===== src/rtl/gray_pkg.sv =====
// ---------------------------------------------------------------------------
// gray_pkg
// Shared Gray-code helpers for the Gray counter (transmit side) and the
// Gray-to-binary decoder (receive side).
//   GRAY_W_DEF : default count width
//   GRAY_W_MAX : widest supported count; the helpers work on zero-extended
//                values of this width, so any narrower width can use them by
//                truncating the result.
//   bin2gray() : binary -> Gray
//   gray2bin() : Gray -> binary (prefix XOR from the MSB down)
// ---------------------------------------------------------------------------
package gray_pkg;

  localparam int GRAY_W_DEF = 4;
  localparam int GRAY_W_MAX = 16;

  // Zero extension is harmless: the top Gray bit of a narrower value becomes
  // b[W-1] ^ 0 = b[W-1], which is exactly the MSB rule.
  function automatic logic [GRAY_W_MAX-1:0] bin2gray(input logic [GRAY_W_MAX-1:0] b);
    return b ^ (b >> 1);
  endfunction

  function automatic logic [GRAY_W_MAX-1:0] gray2bin(input logic [GRAY_W_MAX-1:0] g);
    logic [GRAY_W_MAX-1:0] b;
    b[GRAY_W_MAX-1] = g[GRAY_W_MAX-1];
    for (int i = GRAY_W_MAX - 2; i >= 0; i--) begin
      b[i] = b[i+1] ^ g[i];
    end
    return b;
  endfunction

endpackage


===== src/rtl/bin_gray.sv =====
// ---------------------------------------------------------------------------
// bin_gray
// Pure combinational binary-to-Gray encoder.
// Ports:
//   bin [WIDTH-1:0] in  : binary value
//   gry [WIDTH-1:0] out : Gray code of bin, MSB first
// ---------------------------------------------------------------------------
module bin_gray
  import gray_pkg::*;
#(
  parameter int WIDTH = GRAY_W_DEF
) (
  input  logic [WIDTH-1:0] bin,
  output logic [WIDTH-1:0] gry
);

  assign gry[WIDTH-1] = bin[WIDTH-1];

  for (genvar gi = 0; gi < WIDTH - 1; gi++) begin : g_xor
    assign gry[gi] = bin[gi+1] ^ bin[gi];
  end

endmodule


===== src/rtl/gray_counter.sv =====
// ---------------------------------------------------------------------------
// gray_counter
// Registered binary up/down counter with a registered Gray-coded copy.
// The Gray value is encoded from the next-state binary and captured on the
// same edge as the binary, so gry and bn never skew and gry has no
// combinational path from any input.
// Ports:
//   clk      in  : rising-edge clock
//   rst_n    in  : asynchronous active-low reset
//   en       in  : count enable, one step per clock
//   up_dn    in  : 1 = increment, 0 = decrement
//   ld       in  : synchronous load strobe (priority over en)
//   ld_bin   in  : binary value loaded when ld = 1
//   gry      out : registered Gray code of the count
//   bn       out : registered binary count
//   wrap     out : one-cycle pulse after a counting wrap (never on load)
//   step_err out : (only with GRAY_STEP_CHK_EN) sticky flag, set when gry
//                  moved by more than one bit across a non-load edge
// Build option: define GRAY_STEP_CHK_EN to add the step checker and port.
// ---------------------------------------------------------------------------
module gray_counter
  import gray_pkg::*;
#(
  parameter int WIDTH = GRAY_W_DEF
) (
  input  logic             clk,
  input  logic             rst_n,
  input  logic             en,
  input  logic             up_dn,
  input  logic             ld,
  input  logic [WIDTH-1:0] ld_bin,
  output logic [WIDTH-1:0] gry,
  output logic [WIDTH-1:0] bn,
`ifdef GRAY_STEP_CHK_EN
  output logic             wrap,
  output logic             step_err
`else
  output logic             wrap
`endif
);

  localparam logic [WIDTH-1:0] ONE     = {{(WIDTH-1){1'b0}}, 1'b1};
  localparam logic [WIDTH-1:0] BIN_MAX = {WIDTH{1'b1}};

  logic [WIDTH-1:0] bn_q, bn_d;
  logic [WIDTH-1:0] gry_q, gry_d;
  logic             wrap_q, wrap_d;

  always_comb begin
    bn_d   = bn_q;
    wrap_d = 1'b0;
    if (ld) begin
      bn_d = ld_bin;
    end else if (en) begin
      if (up_dn) begin
        bn_d   = bn_q + ONE;
        wrap_d = (bn_q == BIN_MAX);
      end else begin
        bn_d   = bn_q - ONE;
        wrap_d = (bn_q == '0);
      end
    end
  end

  // Encode the next state, not the registered count, so both registers
  // load matching values on the same edge.
  bin_gray #(
    .WIDTH(WIDTH)
  ) u_enc (
    .bin(bn_d),
    .gry(gry_d)
  );

  always_ff @(posedge clk or negedge rst_n) begin
    if (!rst_n) begin
      bn_q   <= '0;
      gry_q  <= '0;
      wrap_q <= 1'b0;
    end else begin
      bn_q   <= bn_d;
      gry_q  <= gry_d;
      wrap_q <= wrap_d;
    end
  end

  assign bn   = bn_q;
  assign gry  = gry_q;
  assign wrap = wrap_q;

`ifdef GRAY_STEP_CHK_EN
  // prev_gry_q holds gry from before the latest edge; chk_vld_q says that
  // edge was not a load, so (prev_gry_q -> gry_q) is a genuine count step.
  logic [WIDTH-1:0] prev_gry_q, prev_gry_d;
  logic [WIDTH-1:0] step_diff;
  logic             chk_vld_q, chk_vld_d;
  logic             step_err_q, step_err_d;

  always_comb begin
    prev_gry_d = gry_q;
    chk_vld_d  = ~ld;
    step_diff  = gry_q ^ prev_gry_q;
    // x & (x-1) is non-zero exactly when more than one bit of x is set.
    step_err_d = step_err_q | (chk_vld_q & (|(step_diff & (step_diff - ONE))));
  end

  always_ff @(posedge clk or negedge rst_n) begin
    if (!rst_n) begin
      prev_gry_q <= '0;
      chk_vld_q  <= 1'b0;
      step_err_q <= 1'b0;
    end else begin
      prev_gry_q <= prev_gry_d;
      chk_vld_q  <= chk_vld_d;
      step_err_q <= step_err_d;
    end
  end

  assign step_err = step_err_q;
`endif

endmodule


===== config.mk =====
export PLATFORM = sky130hd
export DESIGN_NAME = gray_counter
export DESIGN_NICKNAME = d
export VERILOG_FILES = /design/src/rtl/gray_pkg.sv /design/src/rtl/bin_gray.sv /design/src/rtl/gray_counter.sv
export SDC_FILE = /design/constraint.sdc
export NUM_CORES = 1
export LEC_CHECK = 0
export ABC_AREA = 0
export CORE_AREA = 2 2 39 41
export CTS_CLUSTER_SIZE = 25
export DETAILED_ROUTE_END_ITERATION = 8
export DIE_AREA = 0 0 41 43
export PLACE_DENSITY_LB_ADDON = 0.05
export SYNTH_ARGS = -nofsm -noshare
export SYNTH_HDL_FRONTEND = slang
export SYNTH_SLANG_ARGS = --single-unit

===== constraint.sdc =====
create_clock -name clk -period 2.57 [get_ports clk]
set_input_delay 0.6425 -clock clk [delete_from_list [all_inputs] [get_ports clk]]
set_output_delay 0.6425 -clock clk [all_outputs]
set_load 0.05 [all_outputs]

==> out/qor.yml, run 1 <==
crit_type: "input pin to flip-flop"
outcome: "complete, no violations"
portBuffers: 17
cp.required_ns: 2.69
synth.most_common_cell: "dfrtp_1"
gp_congestion: 0.7210
p_leak_uw: 0.0002943
cp_top_family: "buffers and inverters"
std_cell_rows: 14
syn_area_per_cell_sq_um: 10.78
rsz0062_at_grt: "false"
dr.first_iter.drc_count: 2
clockBufferDepth: 2
clock_latency_ns: 0.24
drt-pass1-iter-count: 2
power.density_nw_per_um2: 765.4
clk_pin_slew_worst_paths_ns: 0.05
worst_hold_slack_ns: 0.6649
worst-path-max-fanout: 3
coreArea_sq_um: 1384
cts_num_sinks: 8
cts.root.buffer_cell: "clkbuf_4"
total_power_uw: 509.5
cp_cell_sequence: "clkdlybuf4s50_1 > inv_1 > ha_1 > a21oi_1 > a211oi_1 > or3_4 > xor2_1"
syn-num-nets: 54
slew_viol_final: 0
slew-limit-headroom_pct: 66.58
grt_pass1_wl_um: 1587
vias_per_cell: 4.808
final-setup-viol-count: 0
cts_tree: "done"
critPathArrivalTime_ns: 2.39
ys_seq_elements: 8
tightest_slew_ns: 0.4997
antenna_found_initial: 0
diodes: 0
initial_core_util_pct: 32.73
synth_edf_count: 0
fmax_mhz: 439.7
netlist_area_sq_um: 452.9
hold_violations: 0
ant_nets: 0
grt_overflow: 0
grt.total_usage_pct: 13.71
hp-class: "input pin to asynchronous set/reset pin"
cts_buffers: 3
synthToLayoutAreaGrowth_pct: 46.96
cts_resized: 0
drc_errors: 0
path_buf_inv: 2
fin_nets: 76
cp-start-kind: "input pin"
drive_gt1_share_pct: 9.677
cts_setup_buffers: 0
yosys.area.top_type_share_pct: 44.20
yosysSeqAreaShare_pct: 44.20
die-area_sq_um: 1763
routed-via-count: 375
wl_um: 945
crit_slowest_cell: "clkdlybuf4s50_1"
fin_util_pct: 48.10
synth_area_leaders: "dfrtp_1 (44%), xnor2_1 (7.7%), ha_1 (5.5%), fa_1 (4.4%), mux2i_1 (4.4%)"
top_level_ports: 18
die_x_um: 41
ys.flop_type: "dfrtp_1"
synthCells: 42
peakVddDrop_uv: 420.1
fin_crit_ns: 2.274
grt_pass1_vias: 372
finalSetupTns_ns: 0
slowest_delay_ns: 0.48
synth.top_cells.by_count: "dfrtp_1 (8), nor2_1 (4), xnor2_1 (4)"
grt_start_max_net_pins: 9
maxCapViolations: 0
ys_warn_count: 0
htree_levels: 1
num-fill-cells: 141
dp_slack_ns: 0.03700
wl_per_cell_um: 12.12
setup_slack_ns: 0.2957
async_flop_share_pct: 100.0
cts_hold_buffers: 0
die_height_um: 43
skew_ns: 0.0004053
end_kind: "flip-flop"
yosysTopAreaCell: "dfrtp_1"
synth.distinct_cells: 22
period_share_pct: 88.49
-- cell usage in the layout, fill, tap and decap left out --
| master | Yosys | final |
|---|---|---|
| clkdlybuf4s50_1 | 0 | 17 |
| dfrtp_1 | 8 | 8 |
| nor2_1 | 4 | 4 |
| xnor2_1 | 4 | 4 |
| clkbuf_4 | 0 | 3 |
| inv_1 | 2 | 2 |
| xor2_1 | 2 | 2 |
| mux2i_1 | 2 | 2 |
| nand2_1 | 2 | 2 |
| a21oi_1 | 2 | 2 |
| ha_1 | 2 | 2 |
| buf_4 | 2 | 2 |
| o21ai_1 | 1 | 1 |
| o21ai_0 | 1 | 1 |
| nand3_1 | 1 | 1 |
| or2b_1 | 1 | 1 |
| a211oi_1 | 1 | 1 |
| and4b_1 | 1 | 1 |
| a22o_1 | 1 | 1 |
| or3_4 | 1 | 1 |
| and3_1 | 1 | 1 |
| or4_1 | 1 | 1 |
| a31oi_1 | 1 | 1 |
| fa_1 | 1 | 1 |
-- worst paths after layout --
path	start	endpoint	slack, ns	cells after the start
max in group asynchronous	rst_n	bn[1]	1.66	1
worst min register to register	bn[3]	wrap	0.69	2
worst max register to register	bn[2]	gry[2]	0.85	5
min in group clk	bn[3]	wrap	0.69	2
worst max-delay path	up_dn	gry[2]	0.30	7
worst min-delay path	rst_n	bn[3]	0.66	1
-- sequential cells by signal, indices dropped and copies added (netlist names) --
name and flops:
bn 4, gry 3, wrap 1
-- cell families (layout without fill, tap and decap cells) --
| kind of cell | count (synthesis) | after routing | synth area share, % |
|---|---|---|---|
| xor+xnor | 6 | 6 | 11.60 |
| compound gates | 7 | 7 | 9.392 |
| mux | 2 | 2 | 4.420 |
| simple gates | 12 | 12 | 15.47 |
| flops | 8 | 8 | 44.20 |
| buf+inv | 4 | 24 | 4.972 |
| fa+ha+maj | 3 | 3 | 9.944 |
-- per-layer routing --
metal  track usage [%]  up-vias  share of wire, %
met5                 0        -                 0
met3             4.712        0               4.9
li1                  -      184                 -
met4             6.000        0                 0
met1             16.33      178                43
met2             21.25       13                52
-- area by class of cell --
cell class,count,area [sq um],area share (%)
Inverter,2,7.507,1.128
Timing Repair Buffer,19,185.2,27.82
Sequential cell,8,200.2,30.08
Clock buffer,3,22.52,3.383
Multi-Input combinational cell,30,230.2,34.59
Tap cell,16,20.02,3.008
-- stage by stage --
step / area (sq um) / std cells
floorplan: 452.9 / 42
detailed placement: 643.1 / 75
global placement: 643.1 / 75
global route: 665.6 / 78
CTS: 665.6 / 78
finish: 665.6 / 78
-- where the power goes --
group / switching (uW) / internal, uW
Combinational: 154 / 95.1
Clock: 36.1 / 53.0
Sequential: 20.7 / 151
No activity file was read; power rests on OpenSTA's default activity.
==> run 2: changes to the inputs <==
==> constraint.sdc (replaced) <==
create_clock -name clk -period 2.57 [get_ports clk]
set_input_delay 0.6425 -clock clk [delete_from_list [all_inputs] [get_ports clk]]
set_output_delay 0.6425 -clock clk [all_outputs]
set_load 0.1 [all_outputs]
==> run 2 against run 1 <==
  * Non-clock buffer count unchanged
  * Final area decreased by 3.4%
  * Combinational power increased by 39%
  * Largest cell class unchanged
==> out/qor.yml, run 2 (synthesis results as in run 1) <==
outcome: "complete, no violations"
portBuffers: 17
cts_tree: "done"
grt_start_max_net_pins: 9
cts_num_sinks: 8
skew_ns: 0.003470
ant_nets: 0
die-area_sq_um: 1763
p_leak_uw: 0.0003045
wl_um: 922
finalSetupTns_ns: 0
clk_pin_slew_worst_paths_ns: 0.05
cp.required_ns: 2.69
dp_hpwl_um: 763.2
routed-via-count: 369
peakVddDrop_uv: 504.4
vias_per_cell: 4.731
cp-start-kind: "input pin"
cts_resized: 0
grt_pass1_vias: 335
hold_violations: 0
coreArea_sq_um: 1384
std_cell_rows: 14
drive_gt1_share_pct: 24.19
cts.root.buffer_cell: "clkbuf_4"
grt_overflow: 0
rsz0062_at_grt: "false"
grt.total_usage_pct: 14.07
final-setup-viol-count: 0
synthToLayoutAreaGrowth_pct: 41.99
hp-class: "input pin to asynchronous set/reset pin"
fin_util_pct: 46.47
slew_viol_final: 0
diodes: 0
final_common_cell: "buf_4"
maxCapViolations: 0
top_level_ports: 18
worst-path-max-fanout: 3
htree_levels: 1
grt_pass1_wl_um: 1587
dr.first_iter.drc_count: 3
final_cell_mix: "buf_4 (11), dfrtp_1 (8), clkdlybuf4s50_1 (8)"
clockBufferDepth: 2
die_x_um: 41
period_share_pct: 88.35
tightest_slew_ns: 0.3286
clock_latency_ns: 0.25
die_height_um: 43
gp_congestion: 0.6412
antenna_found_initial: 0
crit_type: "input pin to flip-flop"
drt-pass1-iter-count: 4
num-fill-cells: 137
critPathArrivalTime_ns: 2.39
power.density_nw_per_um2: 946.5
cts_hold_buffers: 0
wl_per_cell_um: 11.82
drc_errors: 0
fin_crit_ns: 2.270
initial_core_util_pct: 32.73
slew-limit-headroom_pct: 78.02
fin_nets: 76
largest_reg_flops: 4
cts_buffers: 3
cts_setup_buffers: 0
fmax_mhz: 440.4
end_kind: "flip-flop"
-- run 2: changes by cell type in the layout (fill, tap and decap cells not counted), sizes merged --
cell / delta
buf: +9
clkdlybuf4s50: -9
-- run 2: worst paths after layout --
kind	start	to	slack [ns]	cells after the start
hold / removal	rst_n	bn[3]	0.66	1
hold reg to reg	bn[3]	wrap	0.70	2
setup reg to reg	bn[2]	gry[2]	0.86	5
max in group asynchronous	rst_n	gry[0]	1.67	1
min in group clk	bn[3]	wrap	0.70	2
setup / recovery	up_dn	gry[2]	0.30	7
-- run 2: metrics by stage --
step	setup slack, ns	cells	cell area (sq um)	hold WS, ns	total power, uW
after CTS	0.2915	78	643.1	0.6614	617.1
after global placement	0.09552	75	620.6	0.6622	517.7
final	0.2995	78	643.1	0.6567	608.7
after global routing	0.1851	78	643.1	0.6800	642.7
after detailed placement	0.02952	75	620.6	0.6926	521.9
after floorplan	0.3162	42	452.9	0.3469	442.6
-- run 2: layout make-up --
class | instances | area (sq um) | share of cell area, %
Clock buffer | 3 | 22.52 | 3.502
Multi-Input combinational cell | 30 | 230.2 | 35.80
Timing Repair Buffer | 19 | 162.7 | 25.29
Tap cell | 16 | 20.02 | 3.113
Sequential cell | 8 | 200.2 | 31.13
Inverter | 2 | 7.507 | 1.167
-- run 2: worst max-delay path: stages --
cell             delay (ns)
clkdlybuf4s50_1        0.47
inv_1                  0.09
ha_1                   0.35
a21oi_1                0.19
a211oi_1               0.10
or3_4                  0.40
xor2_1                 0.14
-- run 2: where the power goes --
part	leakage (uW)	total, uW	internal [uW]	switching [uW]
clock network	0.0000138	91.3	53.1	38.2
logic	0.000193	346	85.2	261
registers	0.0000972	171	151	20.4
total	0.000304	609	289	320
-- run 2: metal layers --
metal | track usage [%] | part of all wire [%] | wire length [um] | up-vias
li1 | - | - | - | 187
met1 | 18.24 | 40 | 372 | 169
met2 | 18.75 | 52 | 483 | 13
met3 | 6.283 | 7.2 | 66 | 0
met4 | 8.000 | 0 | 0 | 0
met5 | 0 | 0 | 0 | -
